<file path="config.mk">
export PLATFORM = sky130hd
export DESIGN_NAME = prio_rr_arbiter
export DESIGN_NICKNAME = d
export VERILOG_FILES = /design/src/rtl/prio_rr_arbiter.sv
export SDC_FILE = /design/constraint.sdc
export NUM_CORES = 1
export LEC_CHECK = 0
export BUFFER_PORTS_ARGS = -buffer_cell sky130_fd_sc_hd__buf_2
export CORE_MARGIN = 10
export CORE_UTILIZATION = 58
export CTS_BUF_LIST = sky130_fd_sc_hd__clkbuf_8 sky130_fd_sc_hd__clkbuf_16
export CTS_CLUSTER_DIAMETER = 100
export CTS_CLUSTER_SIZE = 28
export DETAILED_ROUTE_END_ITERATION = 6
export GPL_ROUTABILITY_DRIVEN = 0
export PLACE_DENSITY_LB_ADDON = 0.3
export SETUP_SLACK_MARGIN = 0.05
export SYNTH_ARGS = -nofsm -noshare
export SYNTH_HDL_FRONTEND = slang
export SYNTH_SLANG_ARGS = --single-unit
</file>
<file path="constraint.sdc">
create_clock -name clk_i -period 11.1 [get_ports clk_i]
set_input_delay 0 -clock clk_i [delete_from_list [all_inputs] [get_ports clk_i]]
set_output_delay 0 -clock clk_i [all_outputs]
set_load 0.01 [all_outputs]
</file>
<file path="src/rtl/prio_rr_arbiter.sv">
// Multi-level priority arbiter, round-robin tie-break, decision lock; define ARB_AGING_EN for anti-starvation aging.
// Latency: decision is combinational, rdy_i->gnt_o zero latency; pointer/lock/aging update on the next clk_i edge.
// Backpressure: with LOCK_IN the presented decision is held until rdy_i; otherwise re-arbitrates every cycle.
module prio_rr_arbiter #(
    parameter int unsigned NUM_REQ  = 8,
    parameter int unsigned PRIO_W   = 2,
    parameter bit          LOCK_IN  = 1'b1,
    parameter int unsigned MAX_WAIT = 15,
    localparam int unsigned IDX_W   = (NUM_REQ > 1) ? $clog2(NUM_REQ) : 1
) (
    input  logic                      clk_i,
    input  logic                      rst_i,
    input  logic                      flush_i,
    input  logic [NUM_REQ-1:0]        req_i,
    input  logic [NUM_REQ*PRIO_W-1:0] prio_i,
    input  logic                      rdy_i,
    output logic                      vld_o,
    output logic [IDX_W-1:0]          idx_o,
    output logic [NUM_REQ-1:0]        gnt_o
);

    logic                           lock_q;
    logic [IDX_W-1:0]               lock_idx_q;
    logic [IDX_W-1:0]               rr_ptr_q;
    logic [NUM_REQ-1:0]             starving;
    logic [NUM_REQ-1:0][PRIO_W:0]   lvl;
    logic [PRIO_W:0]                max_lvl;
    logic [IDX_W-1:0]               win_hi;
    logic [IDX_W-1:0]               win_lo;
    logic                           found_hi;
    logic [IDX_W-1:0]               winner;
    logic                           xfer;

`ifdef ARB_AGING_EN
    localparam int unsigned CNT_W = (MAX_WAIT > 0) ? $clog2(MAX_WAIT + 1) : 1;

    logic [CNT_W-1:0] wait_cnt_q [NUM_REQ];

    always_comb begin
        starving = '0;
        for (int i = 0; i < NUM_REQ; i++) begin
            starving[i] = (wait_cnt_q[i] == CNT_W'(MAX_WAIT));
        end
    end

    // Only losses on an actual transfer age a requester; idle or stalled cycles do not.
    always_ff @(posedge clk_i) begin
        for (int i = 0; i < NUM_REQ; i++) begin
            if (rst_i || flush_i || !req_i[i] || gnt_o[i]) begin
                wait_cnt_q[i] <= '0;
            end else if (xfer && (wait_cnt_q[i] != CNT_W'(MAX_WAIT))) begin
                wait_cnt_q[i] <= wait_cnt_q[i] + 1'b1;
            end
        end
    end
`else
    assign starving = '0;
`endif

    // Starving requesters get the extra MSB, placing them above every normal level.
    always_comb begin
        lvl      = '0;
        max_lvl  = '0;
        win_hi   = '0;
        win_lo   = '0;
        found_hi = 1'b0;
        for (int i = 0; i < NUM_REQ; i++) begin
            lvl[i] = {starving[i], prio_i[i*PRIO_W +: PRIO_W]};
            if (req_i[i] && (lvl[i] > max_lvl)) begin
                max_lvl = lvl[i];
            end
        end
        for (int i = NUM_REQ - 1; i >= 0; i--) begin
            if (req_i[i] && (lvl[i] == max_lvl)) begin
                win_lo = IDX_W'(i);
                if (IDX_W'(i) >= rr_ptr_q) begin
                    win_hi   = IDX_W'(i);
                    found_hi = 1'b1;
                end
            end
        end
        winner = found_hi ? win_hi : win_lo;
    end

    always_comb begin
        vld_o = 1'b0;
        idx_o = '0;
        gnt_o = '0;
        if (!rst_i) begin
            vld_o = lock_q | (|req_i);
            idx_o = lock_q ? lock_idx_q : winner;
            for (int i = 0; i < NUM_REQ; i++) begin
                gnt_o[i] = vld_o && rdy_i && (idx_o == IDX_W'(i));
            end
        end
    end

    assign xfer = vld_o & rdy_i;

    always_ff @(posedge clk_i) begin
        if (rst_i) begin
            lock_q     <= 1'b0;
            lock_idx_q <= '0;
            rr_ptr_q   <= '0;
        end else if (flush_i) begin
            lock_q   <= 1'b0;
            rr_ptr_q <= '0;
        end else if (xfer) begin
            lock_q   <= 1'b0;
            rr_ptr_q <= (idx_o == IDX_W'(NUM_REQ - 1)) ? '0 : idx_o + 1'b1;
        end else if (LOCK_IN && vld_o && !lock_q) begin
            lock_q     <= 1'b1;
            lock_idx_q <= winner;
        end
    end

endmodule

</file>
After elaboration in Yosys (flattened, before gate mapping)
Index checks and enable logic that the tools add are counted.
{ "op_classes": {"bitwise": 4, "eq_ne": 16, "mux": 54, "magnitude_cmp": 16, "add_sub_neg": 1, "reduce_logical": 32} }
{ "op_table": {"columns": ["op", "count"], "rows": [
  ["2-to-1 mux 3 bit", 34],
  ["logical AND 1 bit", 26],
  ["equality test 2 x 3 -> 1 bit", 8],
  ["> comparator 2 x 3 -> 1 bit", 7],
  ["2-to-1 mux 1 bit", 17],
  ["equality test 3 bit (second input constant)", 5],
  [">= comparator 3 bit (first input constant)", 4],
  ["2-to-1 mux 8 bit", 1],
  ["OR reduction 8 bit", 1],
  ["equality test 3 x 2 -> 1 bit (second input constant)", 2],
  [">= comparator 1 x 3 -> 1 bit (first input constant)", 2],
  [">= comparator 2 x 3 -> 1 bit (first input constant)", 2],
  ["2-to-1 mux 2 bit", 2],
  ["adder 3 x 1 -> 3 bit (second input constant)", 1],
  ["equality test 3 x 1 -> 1 bit (second input constant)", 1],
  ["logical NOT 3 bit", 1],
  ["AND reduction 3 bit", 1],
  ["OR reduction 3 bit", 1],
  ["> comparator 2 x 1 -> 1 bit (second input constant)", 1],
  ["inverter 1 bit", 2],
  ["OR reduction 2 bit", 1],
  ["AND 1 bit", 1],
  ["logical NOT 1 bit", 1],
  ["bitwise OR 1 bit", 1]
]} }
{ "totals": {"elab_cells": 126, "in_bits": 28, "regBits": 7, "out_inout_bits": 12} }

Depth between registers and ports, before layout
Gate-level depths: netlist of the first run.
{ "depth": {"word_depth": 46, "ltp_mapped": 58} }

Worst setup path before layout of the first run
No wires, ideal clock.
{ "synth_timing": {"kind": "input-to-reg", "start": "in req_i[0]", "end": "reg rr_ptr_q[0]", "setup_ns": 0.080, "required_ns": 11.020, "arrival_ns": 10.066, "path_slack_ns": 0.954, "n_path_buf": 1, "path_stages": 56, "cell_sequence": "and2_1 inv_2 ha_1 nor2b_4 o211ai_1 o21ai_0 ha_1 nor2_1 a211oi_1 nor3_1 o211ai_1 inv_1 ha_1 nor2_1 o211a_1 o211a_1 o21ai_0 o21ai_0 [... 20 more ...] ha_1 nand2_1 o211a_1 clkbuf_1 o21ai_1 a31oi_1 mux2i_1 a21boi_0 o21ai_0 nor3b_1 a22oi_1 nor3b_1 o31a_1 nor2_1 ha_1 ha_1 or4_1 a211oi_2"} }
{ "synth_via": {"elab_chain_len": 45} }
{ "synth_rtl": {"columns": ["element", "line", "source"], "rows": [
  ["from (decl)", "14", "input logic [NUM_REQ-1:0] req_i,"],
  ["logical AND 1 bit", "69", "if (req_i[i] && (lvl[i] > max_lvl)) begin"],
  ["2-to-1 mux 2 bit", "69", null],
  ["> comparator 2 x 3 -> 1 bit", "69", null],
  ["logical AND 1 bit", "69", null],
  ["2-to-1 mux 2 bit", "69", null],
  ["> comparator 2 x 3 -> 1 bit", "69", null],
  ["logical AND 1 bit", "69", null],
  ["2-to-1 mux 3 bit", "69", null],
  ["[... 30 more ...]", null, null],
  ["2-to-1 mux 3 bit / 2-to-1 mux 1 bit (equally long branches)", "76", "if (IDX_W'(i) >= rr_ptr_q) begin"],
  ["2-to-1 mux 3 bit / 2-to-1 mux 1 bit (equally long branches)", "74", "if (req_i[i] && (lvl[i] == max_lvl)) begin"],
  ["2-to-1 mux 3 bit *", "82", "winner = found_hi ? win_hi : win_lo;"],
  ["2-to-1 mux 3 bit *", "91", "idx_o = lock_q ? lock_idx_q : winner;"],
  ["2-to-1 mux 3 bit *", "89", "if (!rst_i) begin"],
  ["net idx_o[1]", "18", "output logic [IDX_W-1:0] idx_o,"],
  ["equality test 3 bit *", "110", "rr_ptr_q <= (idx_o == IDX_W'(NUM_REQ - 1)) ? '0 : idx_o + 1'b1;"],
  ["2-to-1 mux 3 bit *", "110", null],
  ["to (signal assigned)", "110", null],
  ["to (decl)", "24", "logic [IDX_W-1:0] rr_ptr_q;"]
]} }
The timed path passes the listed nets; every way through them passes the cells marked *.
A chain may end at the register's enable or synchronous reset.

Worst setup path in the final report of the first run
{ "layout_timing": {"start": "in req_i[0]", "end": "reg rr_ptr_q[0]"} }
{ "layout_via": {"elab_chain_len": 45} }
{ "layout_rtl": {"columns": ["element", "line"], "rows": [
  ["logical AND 1 bit", "69"],
  ["2-to-1 mux 2 bit", "69"],
  ["> comparator 2 x 3 -> 1 bit", "69"],
  ["logical AND 1 bit", "69"],
  ["2-to-1 mux 2 bit", "69"],
  ["> comparator 2 x 3 -> 1 bit", "69"],
  ["logical AND 1 bit", "69"],
  ["2-to-1 mux 3 bit", "69"],
  ["[... 29 more ...]", null],
  ["2-to-1 mux 3 bit / 2-to-1 mux 1 bit (equally long branches)", "74"],
  ["2-to-1 mux 3 bit / 2-to-1 mux 1 bit (equally long branches)", "76"],
  ["2-to-1 mux 3 bit / 2-to-1 mux 1 bit (equally long branches)", "74"],
  ["2-to-1 mux 3 bit", "82"],
  ["2-to-1 mux 3 bit", "91"],
  ["2-to-1 mux 3 bit", "89"],
  ["adder 3 x 1 -> 3 bit / equality test 3 bit (equally long branches)", "110"],
  ["2-to-1 mux 3 bit", "110"]
]} }
Several ways; a longest one is shown, not always the timed one.

==> results of run 1 <==
[final cells by class]
cell class              count  area (um^2)  area share (%)
multi-input cells         296         2140            76.6
clock buffers               3         41.3            1.48
well taps                  48         60.1            2.15
repair buffers             60          358            12.8
clock inverters             1         3.75           0.134
inverters                  14         52.6            1.88
flip-flops and latches      7          140            5.01
[per-stage QoR]
stage,worst slack (ns),utilization [%]
after floorplan,0.954,-
after global placement,0.193,68.7
after detailed placement,-0.0203,68.7
after CTS,0.152,70.5
after global routing,-0.278,75.8
final,0.370,75.8
[routing by layer]
metal  share of wire [%]  vias to the layer above  wire (um)  global-route usage (%)
li1                    -                     1406          -                       -
met1                  40                     1415       3260                    27.4
met2                  46                      242       3790                    34.8
met3                  11                       46        910                    2.59
met4                 3.6                        0        295                    8.67
met5                   0                        -          0                       0
[cells in the mapped netlist (3+ instances only)]
cell	count
o31ai_1	6
a21boi_0	5
nand4_1	5
nand3_1	16
and3_1	4
a211oi_1	7
nor2_1	28
o211a_1	7
nor3_1	18
xnor2_1	3
o21ai_1	3
o21ai_0	15
and2_1	5
mux2i_1	6
a22oi_1	3
dfxtp_1	7
a32oi_1	3
a21oi_1	17
nor2b_1	10
clkbuf_1	12
nand2b_1	8
ha_1	12
o221ai_1	4
nand2_1	27
o2111ai_1	3
nor3b_1	8
nor4_1	5
a31oi_1	7
o21a_1	3
o31a_1	6
inv_1	13
o211ai_1	11
or3_1	4
[cells by family (layout without fill, tap and decap cells)]
group                      Yosys count  in the layout  share of synthesized area (%)
buffers and inverters               27             78                           4.69
xor gates and xnor gates             3              3                           1.17
muxes                                6              6                           2.68
and+or+nand+nor                    148            148                           34.7
AOI/OAI and AO/OA                  126            126                           43.3
DFF                                  7              7                           6.25
adders and majority gates           13             13                           7.20
[worst max-delay path by stage]
stage,depth (start not counted),to,start,slack (ns)
finish,58,rr_ptr_q[0],req_i[0],0.37
global route,58,rr_ptr_q[0],req_i[0],-0.28
CTS,57,rr_ptr_q[0],req_i[0],0.15
detailed placement,57,rr_ptr_q[0],req_i[0],-0.02
global placement,57,rr_ptr_q[0],req_i[0],0.19
floorplan,56,rr_ptr_q[0],req_i[0],0.95
[power by group through the flow]
stage	Clock (mW)	Combinational [mW]	Sequential, mW
final	0.0363	0.323	0.0316
after global routing	0.0379	0.348	0.0317
after CTS	0.0345	0.278	0.0311
after detailed placement	0	0.276	0.0316
after global placement	0	0.270	0.0313
after floorplan	0	0.202	0.0292
[repair_timing]
item,4_1_cts,5_1_grt
endpoints found under the setup margin,0,14
hold buffers,2,0
resized for setup,0,31
setup buffers,0,7
hold endpoints to repair,2,0
[state kept, by name (all words and copies together) (netlist names)]
| register | flops |
|---|---|
| lock_idx_q | 3 |
| rr_ptr_q | 3 |
| lock_q | 1 |
[critical path: cells and delay by family]
family | cells | cell delay (ns)
compound gates | 20 | 3.63
simple gates | 22 | 3.50
fa+ha+maj | 10 | 2.74
buf+inv | 5 | 0.67
mux | 1 | 0.30
[cells in the final DEF (no fill, tap or decap), types with 12 or more instances in the layout]
cell / instances
o21ai_0: 12
nor2_1: 28
nand2_1: 26
buf_2: 39
nor3_1: 16
a21oi_1: 16
nand3_1: 16
buf_4: 19
inv_1: 14
ha_1: 12
==> metrics.yaml, run 1 <==
setup_path:
  r2r_cells: 11
  start_kind: "input port"
  slowest_delay_ns: 0.52
  cp_slowest_cell: "or4_1"
  cp-end-kind: "flip-flop"
  reg2reg_to: "rr_ptr_q[0]"
  cp.arrival_ns: 10.88
  cp_max_fo: 8
  crit_top_cell: "ha_1"
  r2r_start: "rr_ptr_q[2]"
  critPathRequiredTime_ns: 11.25
  ff2ff_setup_slack_ns: 7.97
  critical_path_class: "in2reg"
clocking:
  insertion_delay_ns: 0.23
  clk_pin_slew_ns: 0.04
  clockBufferDepth: 2
  clock-root-buffer: "clkbuf_8"
  clock-sinks: 7
  numCtsBuffers: 3
  cts_tree: "yes"
  htree_levels: 1
cells_and_area:
  layout.nets: 422
  fin_cells: 429
  postLayoutCellArea_mm2: 0.00280
  drive_above_1_share_pct: 25.7
  antenna_cells: 0
  n_fill_cell: 281
  syn_to_final_growth_pct: 24.8
power:
  seqPwrFrac_pct: 8.1
  p_int_mw: 0.185
  combPwrFrac_pct: 82.7
  leakage_nw: 1.13
  ir_worst_vdd_mv: 0.0675
  swShare_pct: 52.9
  p_clk_share_pct: 9.3
  power_density_mw_per_mm2: 140
  p_switching_mw: 0.207
  power_mw: 0.391
place:
  dp_hpwl_um: 5760
  io_buffers: 39
  placed_cell_area_mm2: 0.00253
  dp_cells: 416
global_route:
  grt_pass1_wl_um: 12000
  track_usage_pct: 21.2
  grt_max_degree: 13
  antenna_found_initial: 0
  grt_pass1_vias: 2673
  grt_overflow: 0
synth:
  yosysUniqueCellTypes: 65
  ys.flop_type: "dfxtp_1"
  synth-edff-count: 0
  syn-instance-count: 330
  netlist.area_leader.share_pct: 6.70
  async_flop_share_pct: 0
  synth_largest_area_cell: "ha_1"
  seq_area_frac_synth_pct: 6.25
  ys.warnings.count: 0
  syn-num-nets: 370
  synth_area_leaders: "ha_1 (6.7%), dfxtp_1 (6.3%), nor2_1 (4.7%), nand2_1 (4.5%), nor3_1 (4.0%)"
  syn_area_per_cell_um2: 6.79
  netlist_area_mm2: 0.00224
  synth-seq-cells: 7
status:
  status: "finished clean"
floorplan:
  die_w_um: 82.2
  dieArea_mm2: 0.00675
  pin_count: 40
  die_h_um: 82.2
  row_count: 22
  core_mm2: 0.00369
  initial_core_util_pct: 60.8
timing:
  period_share_pct: 96.7
  worst_slew_margin_rel_pct: 50.2
  worstMarginPinSlew_ns: 0.746
  fin_hold_ws_ns: 0.0993
  finalHoldViolCount: 0
  tns_ns: 0
  fmax_mhz: 93.2
  min_period_ns: 10.73
  setup_violations: 0
  report.final.slew_viol_count: 0
  skew_ns: 0.00114
detailed_routing:
  routed_wl_um: 8260
  post_drt_via_cell_ratio: 7.25
  drt-pass1-iter-count: 6
  detail-route-antenna-nets: 0
  routed-via-count: 3109
  first_iter_violations: 536
  drc: 0
  wire_per_inst_um: 19.2
run:
  cap_violations: 0
hold_path:
  hold_end: "lock_idx_q[0]"
  holdPathStages: 2
  hp-class: "in2reg"
  min_from: "rst_i"
(Power assumes the default switching activity.)
==> run 2: changes to the inputs <==
--- a/config.mk
+++ b/config.mk
@@ -7,7 +7,7 @@
 export LEC_CHECK = 0
 export BUFFER_PORTS_ARGS = -buffer_cell sky130_fd_sc_hd__buf_2
 export CORE_MARGIN = 10
-export CORE_UTILIZATION = 58
+export CORE_UTILIZATION = 54
 export CTS_BUF_LIST = sky130_fd_sc_hd__clkbuf_8 sky130_fd_sc_hd__clkbuf_16
 export CTS_CLUSTER_DIAMETER = 100
 export CTS_CLUSTER_SIZE = 28
==> metrics.yaml, run 2 (synthesized netlist as in run 1, its figures left out) <==
status:
  status: "finished clean"
place:
  io_buffers: 39
  dp_slack_ns: -0.302
  dp_hpwl_um: 5900
  dp_cells: 418
cells_and_area:
  n_fill_cell: 336
  reg.largest.list: "lock_idx_q (3), rr_ptr_q (3), lock_q (1)"
  mostFrequentLayoutCells: "buf_2 (39), nand2_1 (27), nor2_1 (27), buf_4 (23), nor3_1 (17)"
  fin_util_pct: 70.3
  layout_commonest_cell: "buf_2"
  drive_above_1_share_pct: 25.5
  antenna_cells: 0
  fin_cells: 435
  layout.nets: 426
  syn_to_final_growth_pct: 25.5
detailed_routing:
  detail-route-antenna-nets: 0
  routed_wl_um: 8030
  routed-via-count: 3043
  wire_per_inst_um: 18.5
  drt-pass1-iter-count: 6
  first_iter_violations: 340
  drc: 0
  post_drt_via_cell_ratio: 7.00
hold_path:
  hp-class: "in2reg"
  min_from: "rst_i"
  holdPathStages: 2
  hold_end: "lock_idx_q[1]"
global_route:
  grt_overflow: 0
  grt_pass1_wl_um: 12600
  antenna_found_initial: 0
  track_usage_pct: 20.0
  grt_pass1_vias: 2674
  grt_max_degree: 13
run:
  cap_violations: 0
clocking:
  insertion_delay_ns: 0.23
  clock-root-buffer: "clkbuf_8"
  clk_pin_slew_ns: 0.04
  htree_levels: 1
  clock-sinks: 7
  numCtsBuffers: 3
  clockBufferDepth: 2
  cts_tree: "yes"
floorplan:
  core_mm2: 0.00400
  initial_core_util_pct: 56.0
  row_count: 23
  die_h_um: 84.4
  pin_count: 40
  die_w_um: 84.4
  dieArea_mm2: 0.00713
setup_path:
  crit_top_cell: "ha_1"
  cp-end-kind: "flip-flop"
  ff2ff_setup_slack_ns: 7.94
  reg2reg_to: "rr_ptr_q[0]"
  cp_slowest_cell: "or4_1"
  start_kind: "input port"
  critPathRequiredTime_ns: 11.25
  r2r_start: "rr_ptr_q[2]"
  slowest_delay_ns: 0.52
  cp.arrival_ns: 10.71
  r2r_cells: 11
  cp_max_fo: 8
  critical_path_class: "in2reg"
timing:
  fmax_mhz: 94.7
  fin_hold_ws_ns: 0.116
  report.final.slew_viol_count: 0
  worst_slew_margin_rel_pct: 50.2
  worstMarginPinSlew_ns: 0.746
  finalWorstSetupSlack_ns: 0.541
  skew_ns: 0.00220
  period_share_pct: 95.1
  finalHoldViolCount: 0
  min_period_ns: 10.56
  setup_violations: 0
power:
  power_density_mw_per_mm2: 137
  power_mw: 0.385
  ir_worst_vdd_mv: 0.0622
  leakage_nw: 1.15
[run 2: cell types whose count changed in the layout (fill, tap and decap cells not counted), sizes merged]
cell and delta:
buf +4
[run 2: critical path, delay by kind of cell]
family                     cells  cell delay (ns)
and+or+nand+nor               19             2.89
buffers and inverters          5             0.63
AOI/OAI and AO/OA             20             4.52
adders and majority gates     10             2.63
[run 2: power breakdown]
part	leakage, nW	internal, mW	switching, mW	total [mW]
clock	0.0269	0.0240	0.0120	0.0359
combinational	1.07	0.134	0.185	0.318
sequential	0.0569	0.0277	0.00379	0.0315
[run 2: metrics by stage]
stage	TNS [ns]	cell area, um^2
after floorplan	0	2240
after global placement	0	2540
after detailed placement	-0.423	2540
after CTS	0	2610
after global routing	-0.0308	2810
final	0	2810
[run 2: repair_timing]
item / CTS / global route
pin swaps: 0 / 9
buffers inserted: 0 / 11
hold endpoints to repair: 2 / 0
gates resized for setup: 1 / 25
hold buffers: 2 / 0
setup endpoints to repair: 1 / 14
[run 2: area by class of cell]
class / instances / area [um^2] / area share (%)
Inverter: 14 / 52.6 / 1.87
Timing Repair Buffer: 64 / 388 / 13.8
Tap cell: 50 / 62.6 / 2.23
Multi-Input combinational cell: 296 / 2120 / 75.5
Clock buffer: 3 / 41.3 / 1.47
Sequential cell: 7 / 140 / 4.98
Clock inverter: 1 / 3.75 / 0.134
[run 2: per-layer routing]
layer	vias to the layer above	track usage (%)	part of all wire, %
li1	1422	-	-
met3	44	3.00	10
met5	-	0	0
met2	200	32.6	46
met4	0	6.59	3.5
met1	1377	26.1	40
[run 2: worst max-delay path by stage]
stage,from,to,slack [ns],cells after the start
final,req_i[0],rr_ptr_q[0],0.54,54
after global routing,req_i[0],rr_ptr_q[0],-0.03,55
after CTS,req_i[0],rr_ptr_q[0],0.05,56
after detailed placement,req_i[0],rr_ptr_q[0],-0.30,56
after global placement,req_i[0],rr_ptr_q[0],0.06,56
after floorplan,req_i[0],rr_ptr_q[0],0.95,56
==> run 3: changes to the inputs <==
--- a/config.mk
+++ b/config.mk
@@ -5,6 +5,7 @@
 export SDC_FILE = /design/constraint.sdc
 export NUM_CORES = 1
 export LEC_CHECK = 0
+export ABC_AREA = 1
 export BUFFER_PORTS_ARGS = -buffer_cell sky130_fd_sc_hd__buf_2
 export CORE_MARGIN = 10
 export CORE_UTILIZATION = 54
==> metrics.yaml, run 3 <==
status:
  status: "finished clean"
floorplan:
  row_count: 19
  initial_core_util_pct: 57.5
  core_mm2: 0.00281
  pin_count: 40
  die_w_um: 74.7
  dieArea_mm2: 0.00557
  die_h_um: 74.7
clocking:
  insertion_delay_ns: 0.23
  cts_tree: "yes"
  clockBufferDepth: 2
  htree_levels: 1
  clock-root-buffer: "clkbuf_8"
  cts_resized: 0
  post_cts_buffers: 0
  clock-sinks: 7
  numCtsBuffers: 3
  clk_pin_slew_ns: 0.04
  holdBufCountCts: 0
detailed_routing:
  drt-pass1-iter-count: 4
  drc: 0
  detail-route-antenna-nets: 0
  post_drt_via_cell_ratio: 5.30
  wire_per_inst_um: 11.2
  routed_wl_um: 4210
  routed-via-count: 1993
  first_iter_violations: 129
synth:
  netlist_area_mm2: 0.00161
  synth-edff-count: 0
  syn_area_per_cell_um2: 5.31
  syn-num-nets: 344
  async_flop_share_pct: 0
  synth_largest_area_cell: "nand2_1"
  ys_top_cells_by_count: "nand2_1 (110), inv_1 (46), nand3_1 (39), nor2_1 (24)"
  synth_area_leaders: "nand2_1 (26%), nand3_1 (12%), inv_1 (11%), ha_1 (9.3%), dfxtp_1 (8.7%)"
  ys.warnings.count: 0
  yosysUniqueCellTypes: 25
  seq_area_frac_synth_pct: 8.69
  synth.most_common_cell: "nand2_1"
  synth-seq-cells: 7
  netlist.area_leader.share_pct: 25.6
  ys.flop_type: "dfxtp_1"
  syn-instance-count: 304
place:
  dp_hpwl_um: 3650
  dp_cells: 372
  io_buffers: 39
setup_path:
  start_kind: "input port"
  cp_slowest_cell: "nor4_1"
  critPathRequiredTime_ns: 11.27
  ff2ff_setup_slack_ns: 8.74
  crit_top_cell: "nand2_1"
  critical-path-top-delay-family: "simple AND/OR/NAND/NOR gates"
  r2r_start: "rr_ptr_q[1]"
  r2r_cells: 14
  slowest_delay_ns: 0.32
  crit_buf_inv: 7
  cp.arrival_ns: 8.38
  reg2reg_to: "rr_ptr_q[0]"
  cp-end-kind: "flip-flop"
  cp_max_fo: 13
  critical_path_class: "in2reg"
timing:
  min_period_ns: 8.20
  worst_slew_margin_rel_pct: 74.3
  worstMarginPinSlew_ns: 0.382
  period_share_pct: 73.9
  tns_ns: 0
  fmax_mhz: 122
  setup_violations: 0
  finalHoldViolCount: 0
  skew_ns: 0.00116
  rsz0062_at_grt: "no"
  report.final.slew_viol_count: 0
cells_and_area:
  mostFrequentLayoutCells: "nand2_1 (110), inv_1 (47), nand3_1 (39), buf_2 (39), nor2_1 (24)"
  layout_commonest_cell: "nand2_1"
  drive_above_1_share_pct: 20.3
  fin_cells: 376
  syn_to_final_growth_pct: 16.4
  n_fill_cell: 282
  reg.largest.list: "lock_idx_q (3), rr_ptr_q (3), lock_q (1)"
  layout.nets: 386
  antenna_cells: 0
global_route:
  grt_pass1_wl_um: 7420
  grt_pass1_vias: 1843
  antenna_found_initial: 0
  grt_max_degree: 14
  track_usage_pct: 15.7
  grt_overflow: 0
power:
  power_density_mw_per_mm2: 138
  combPwrFrac_pct: 75.0
  p_clk_share_pct: 13.8
  p_switching_mw: 0.140
  p_int_mw: 0.118
  seqPwrFrac_pct: 11.2
  leakage_nw: 1.14
  ir_worst_vdd_mv: 0.0804
  swShare_pct: 54.1
hold_path:
  holdPathStages: 4
  min_from: "flush_i"
  hold_end: "lock_q"
  hp-class: "in2reg"
run:
  cap_violations: 0
-- run 3: area by class of cell --
class / instances / area, um^2 / area share (%)
sequential: 7 / 140 / 7.47
inverter: 46 / 173 / 9.20
clock buffer: 3 / 41.3 / 2.20
multi-input combinational: 249 / 1280 / 68.5
tap: 31 / 38.8 / 2.07
clock inverter: 1 / 3.75 / 0.200
timing repair buffer: 39 / 195 / 10.4
-- run 3: cells by family (layout without fill, tap and decap cells) --
kind of cell	after synthesis	count (layout)	synth area share [%]
xor+xnor	1	1	0.543
buf+inv	48	89	11.6
fa+ha+maj	12	12	9.31
flops	7	7	8.69
compound gates	34	34	13.7
simple gates	202	202	56.2
-- run 3: tightest hold or removal path, cell delays in order --
cell and delay (ns):
buf_2 0.10, nor2_1 0.07, nand2_1 0.07, a21oi_1 0.03
-- run 3: layer usage --
layer	up-vias	part of all wire, %	track usage, %
met5	-	0	0
met4	0	0.26	2.31
met3	4	7.0	3.94
met2	54	46	27.5
met1	865	46	19.4
li1	1070	-	-
-- run 3: worst max-delay path by stage --
stage	startpoint	to	depth (start not counted)
2_1_floorplan	req_i[0]	rr_ptr_q[1]	65
3_3_place_gp	req_i[0]	rr_ptr_q[1]	65
3_5_place_dp	req_i[0]	rr_ptr_q[1]	65
4_1_cts	req_i[0]	rr_ptr_q[1]	65
5_1_grt	req_i[0]	rr_ptr_q[0]	65
6_report	req_i[0]	rr_ptr_q[0]	66
-- run 3: through the flow --
stage | power (mW) | worst slack (ns) | utilization [%] | area (um^2) | hold slack (ns)
finish | 0.258 | 2.90 | 66.9 | 1880 | 0.0855
global route | 0.291 | 1.86 | 66.9 | 1880 | 0.106
CTS | 0.259 | 2.94 | 66.9 | 1880 | 0.0789
detailed placement | 0.221 | 2.73 | 65.3 | 1830 | 0.325
global placement | 0.217 | 2.97 | 65.3 | 1830 | 0.322
floorplan | 0.181 | 3.78 | - | 1610 | 0.178
-- run 3: power by group through the flow --
stage	sequential (mW)	combinational, mW	clock, mW
after floorplan	0.0288	0.152	0
after global placement	0.0293	0.188	0
after detailed placement	0.0293	0.192	0
after CTS	0.0289	0.193	0.0367
after global routing	0.0294	0.223	0.0383
final	0.0290	0.193	0.0356
